## src/rtl/pcjr_shared_ram_arbiter.sv

```systemverilog
// Shares the 128 KiB system/video RAM between the 8088 bus and the video fetch engine.
// Video fetches win arbitration, but only VIDEO_RUN_MAX in a row while a CPU cycle waits.
module pcjr_shared_ram_arbiter #(
  parameter int          VIDEO_RUN_MAX = 4,
  parameter logic [19:0] SHARED_TOP    = 20'h20000
) (
  input  logic        clock,
  input  logic        reset,
  input  logic [19:0] ADDRESS,
  input  logic [7:0]  DATA_IN,
  output logic [7:0]  DATA_OUT,
  output logic        data_out_valid,
  input  logic        RD_N,
  input  logic        WR_N,
  input  logic        IO_OR_M,
  input  logic        ALE,
  output logic        RDY,
  input  logic        video_req,
  input  logic [16:0] video_address,
  output logic        video_busy,
  output logic        video_ack,
  output logic [7:0]  video_data,
  output logic [16:0] ram_address,
  output logic [7:0]  ram_data_out,
  output logic        ram_read,
  output logic        ram_write,
  input  logic [7:0]  ram_data_in,
  input  logic        ram_ack
);
  localparam int               RUN_W   = $clog2(VIDEO_RUN_MAX + 1);
  localparam logic [RUN_W-1:0] RUN_MAX = RUN_W'(VIDEO_RUN_MAX);

  typedef enum logic [2:0] {
    S_IDLE, S_VIDEO, S_CPU_STROBE, S_CPU_ACCESS, S_CPU_DONE
  } state_t;

  state_t           r_state;
  logic [16:0]      r_cpu_addr;
  logic [16:0]      r_vid_addr;
  logic             r_cpu_pending;
  logic             r_cpu_read;
  logic [RUN_W-1:0] r_run;

  logic        w_cpu_shared;
  logic        w_vid_take;
  logic        w_vid_pend;
  logic [16:0] w_vid_addr;

  // The latched CPU cycle is frozen from ALE until CPU_DONE exits.
  assign w_cpu_shared = ALE & ~IO_OR_M & (ADDRESS < SHARED_TOP) & ~r_cpu_pending;
  assign w_vid_take   = video_req & ~video_busy;
  // A fresh request is granted straight from IDLE, giving a 1-clock path to ram_read.
  assign w_vid_pend   = video_busy | w_vid_take;
  assign w_vid_addr   = video_busy ? r_vid_addr : video_address;

  always_ff @(posedge clock) begin
    if (reset) begin
      r_state        <= S_IDLE;
      r_cpu_addr     <= '0;
      r_vid_addr     <= '0;
      r_cpu_pending  <= 1'b0;
      r_cpu_read     <= 1'b0;
      r_run          <= '0;
      RDY            <= 1'b1;
      DATA_OUT       <= '0;
      data_out_valid <= 1'b0;
      video_busy     <= 1'b0;
      video_ack      <= 1'b0;
      video_data     <= '0;
      ram_address    <= '0;
      ram_data_out   <= '0;
      ram_read       <= 1'b0;
      ram_write      <= 1'b0;
    end else begin
      video_ack <= 1'b0;
      if (w_vid_take) begin
        r_vid_addr <= video_address;
        video_busy <= 1'b1;
      end
      if (w_cpu_shared) begin
        r_cpu_addr    <= ADDRESS[16:0];
        r_cpu_pending <= 1'b1;
        RDY           <= 1'b0;
      end
      case (r_state)
        S_IDLE: begin
          if (w_vid_pend && (!r_cpu_pending || r_run < RUN_MAX)) begin
            ram_read    <= 1'b1;
            ram_address <= w_vid_addr;
            r_state     <= S_VIDEO;
          end else if (r_cpu_pending) begin
            r_state <= S_CPU_STROBE;
          end
        end
        S_VIDEO: begin
          if (ram_ack) begin
            ram_read   <= 1'b0;
            video_data <= ram_data_in;
            video_ack  <= 1'b1;
            video_busy <= 1'b0;
            if (r_cpu_pending && r_run < RUN_MAX) r_run <= r_run + RUN_W'(1);
            r_state <= S_IDLE;
          end
        end
        S_CPU_STROBE: begin
          if (!RD_N || !WR_N) begin
            ram_address <= r_cpu_addr;
            if (!WR_N) begin
              ram_write    <= 1'b1;
              ram_data_out <= DATA_IN;
              r_cpu_read   <= 1'b0;
            end else begin
              ram_read   <= 1'b1;
              r_cpu_read <= 1'b1;
            end
            r_state <= S_CPU_ACCESS;
          end
        end
        S_CPU_ACCESS: begin
          if (ram_ack) begin
            ram_read  <= 1'b0;
            ram_write <= 1'b0;
            if (r_cpu_read) DATA_OUT <= ram_data_in;
            RDY     <= 1'b1;
            r_run   <= '0;
            r_state <= S_CPU_DONE;
          end
        end
        S_CPU_DONE: begin
          if (RD_N && WR_N) begin
            data_out_valid <= 1'b0;
            r_cpu_pending  <= 1'b0;
            r_state        <= S_IDLE;
          end else begin
            data_out_valid <= r_cpu_read & ~RD_N;
          end
        end
        default: r_state <= S_IDLE;
      endcase
    end
  end
endmodule

```

## config.mk

```make
export PLATFORM = sky130hd
export DESIGN_NAME = pcjr_shared_ram_arbiter
export DESIGN_NICKNAME = d
export VERILOG_FILES = /design/src/rtl/pcjr_shared_ram_arbiter.sv
export SDC_FILE = /design/constraint.sdc
export NUM_CORES = 1
export LEC_CHECK = 0
export CAP_MARGIN = 20
export CORE_MARGIN = 4
export CORE_UTILIZATION = 51
export DETAILED_ROUTE_END_ITERATION = 16
export PLACE_DENSITY = 0.88
export SYNTH_ARGS = -nofsm -noshare
export SYNTH_HDL_FRONTEND = slang
export SYNTH_SLANG_ARGS = --single-unit
```

## constraint.sdc

```tcl
create_clock -name clock -period 5.1 [get_ports clock]
set_input_delay 1.275 -clock clock [delete_from_list [all_inputs] [get_ports clock]]
set_output_delay 1.275 -clock clock [all_outputs]
set_load 0.005 [all_outputs]
```

==> results.cfg <==
[setup_path]
worstSetupStartpointType = input port
crit_arrival_ps = 3330
crit_start = video_req
cpMaxStageDelayCell = a22oi_2
crit_chain = clkdlybuf4s50_1 -> or2_2 -> a22oi_2 -> o22ai_1 -> nor2b_1
r2r_start = video_busy
end_kind = flip-flop
required_ps = 5340
cp_slowest_stage_delay_ps = 880
r2r_slack_ps = 2850
crit_fanout = 35
reg2reg_depth = 5
path_class = in2reg
rr_endpoint = r_state[0]

[worst_hold_path]
worstHoldStart = video_data[0]
holdPathEnd = video_data[0]
holdPathStages = 2
hp-class = reg2reg

[synthesis]
syn_avg_cell_area_um2 = 8.39
syn_inst = 445
ys_types = 36
ys_ff_latch = 89
yosysSeqAreaShare = 0.477
syn-cell-area_um2 = 3730
ys_warn_count = 0
synth_edf_count = 0
async_flop_share = 0
ys.flop_type = dfxtp_1
synth_fp_nets = 507

[placement]
finalWeightedCongestion = 0.777
portBuffers = 107
dpl.hpwl_um = 6660

[floorplanning]
placementRows = 30
coreArea_um2 = 6940
start_util = 0.538
dieArea_um2 = 8750
io_pins = 108
fp.dieH_um = 93.6
fp.dieW_um = 93.6

[timing]
min_period_ps = 3090
whs_ps = 455
fin_skew_ps = 7.77
finalSetupViolCount = 0
hold_viol = 0
fin_crit_sh = 0.606
rsz0062_at_grt = no
finalSetupTns_ps = 0
max_clock_freq_ghz = 0.324
slew_headroom = 0.253
tightestPinTransition_ps = 1120
drv_slew = 0

[global_route]
grtUsageTotal = 0.215
grt_pass1_vias = 3216
grt-ovfl-total = 0
antenna_found_initial = 0
grt_first_pass_wirelength_um = 15100
grt_max_degree = 64

[pwr]
ir_drop_mv = 0.174
leakagePower_nw = 1.98
power_density_nw_per_um2 = 282

[clock_network]
cts-hold-fix-buffers = 0
htree_num_levels = 3
cts_sinks = 89
clock_latency_ps = 350
cts_setup_buffers = 0
cts_buffers = 9
cts_repair_resize_count = 0
cts_tree = yes
root_buffer = clkbuf_8
clk_pin_slew_ps = 80
cts_max_path_buffers = 2

[layout]
area_delta_synth_final_pct = 33.8
drive_gt1_frac = 0.0409
final_common_cell = clkdlybuf4s50_1
n_antenna_cell = 0
layout_common_cells = 106 x clkdlybuf4s50_1, 98 x nand2_1, 89 x dfxtp_1
fin_nets = 595

[routing]
viasPerCell = 5.47
wirelength_um = 9570
drt-wirelength-per-cell_um = 15.1
drcViolationCount = 0
vias = 3467
dr.first_iter.drc_count = 222
antenna_left = 0
dr.pass1.iters = 5

[job]
cap_viol_max_count = 0

[status]
run_status = finished, final reports clean
layer usage:
metal | wire (µm) | vias up | GRT usage
met4 | 131 | 0 | 0.0722
met3 | 646 | 14 | 0.0442
met1 | 3990 | 1636 | 0.265
li1 | - | 1697 | -
met2 | 4800 | 120 | 0.372
met5 | 0 | - | 0
stage by stage:
step           power, mW  cell area (µm²)  cells   util  setup slack, ps
6_report            1.41             5000    634  0.720             2010
5_1_grt             1.47             5000    634  0.720             1780
4_1_cts             1.42             4960    632  0.715             2020
3_5_place_dp       0.949             4770    616  0.687             1630
3_3_place_gp       0.941             4770    616  0.687             1720
2_1_floorplan      0.847             3730    445      -             2560
flip-flops by register name (all words and copies together) (netlist names):
name and count:
data_out_valid 1, r_state 3, r_cpu_read 1, video_busy 1
r_vid_addr 17, r_cpu_pending 1, r_run 3, r_cpu_addr 17
DATA_OUT 8, ram_address 17, ram_data_out 8, ram_read 1
video_ack 1, RDY 1, ram_write 1, video_data 8
logic make-up (layout without fill, tap and decap cells):
| group | after synthesis | after routing | share of synthesized area |
|---|---|---|---|
| mux | 34 | 34 | 0.0912 |
| simple gates | 191 | 191 | 0.246 |
| buf+inv | 35 | 128 | 0.0456 |
| compound gates | 95 | 95 | 0.137 |
| flops | 89 | 89 | 0.477 |
| fa+ha+maj | 1 | 1 | 0.00335 |
area by class of cell:
class,instances,area [µm²]
clock inverters,2,37.5
flip-flops and latches,89,1780
repair buffers,112,1120
multi-input cells,321,1780
well taps,96,120
clock buffers,14,153
fillers,539,1950
Yosys cell counts, types with 2 or more instances:
master	n	area, µm²
a21oi_1	66	330
a2bb2oi_1	2	17.5
a311oi_1	2	17.5
buf_2	6	30.0
buf_6	4	45.0
clkbuf_1	23	86.3
dfxtp_1	89	1780
mux2i_1	34	340
nand2_1	98	368
nand2b_1	3	18.8
nand3_1	9	45.0
nand3b_1	5	37.5
nor2_1	41	154
nor2b_1	3	18.8
nor3_1	3	15.0
o21a_1	2	15.0
o21ai_0	18	90.1
or2_2	2	12.5
or2b_1	2	15.0
or4b_1	17	170
power by group:
group	total (mW)	internal [mW]	switching, mW
logic	0.198	0.110	0.0880
registers	0.737	0.721	0.0161
clock network	0.475	0.241	0.234
total	1.41	1.07	0.338
worst max-delay path by stage:
stage          cells past startpoint  slack, ps               to
4_1_cts                            5       2020   ram_address[9]
5_1_grt                            5       1780   ram_address[9]
3_3_place_gp                       5       1720   ram_address[2]
2_1_floorplan                      6       2560  ram_address[10]
3_5_place_dp                       5       1630   ram_address[8]
6_report                           5       2010       r_state[0]
worst max-delay path, delay by kind of cell:
family	cells	cell delay [ps]
buffers and inverters	1	480
AOI/OAI and AO/OA	2	1070
and+or+nand+nor	2	500
No activity file was read; power rests on OpenSTA's default activity.
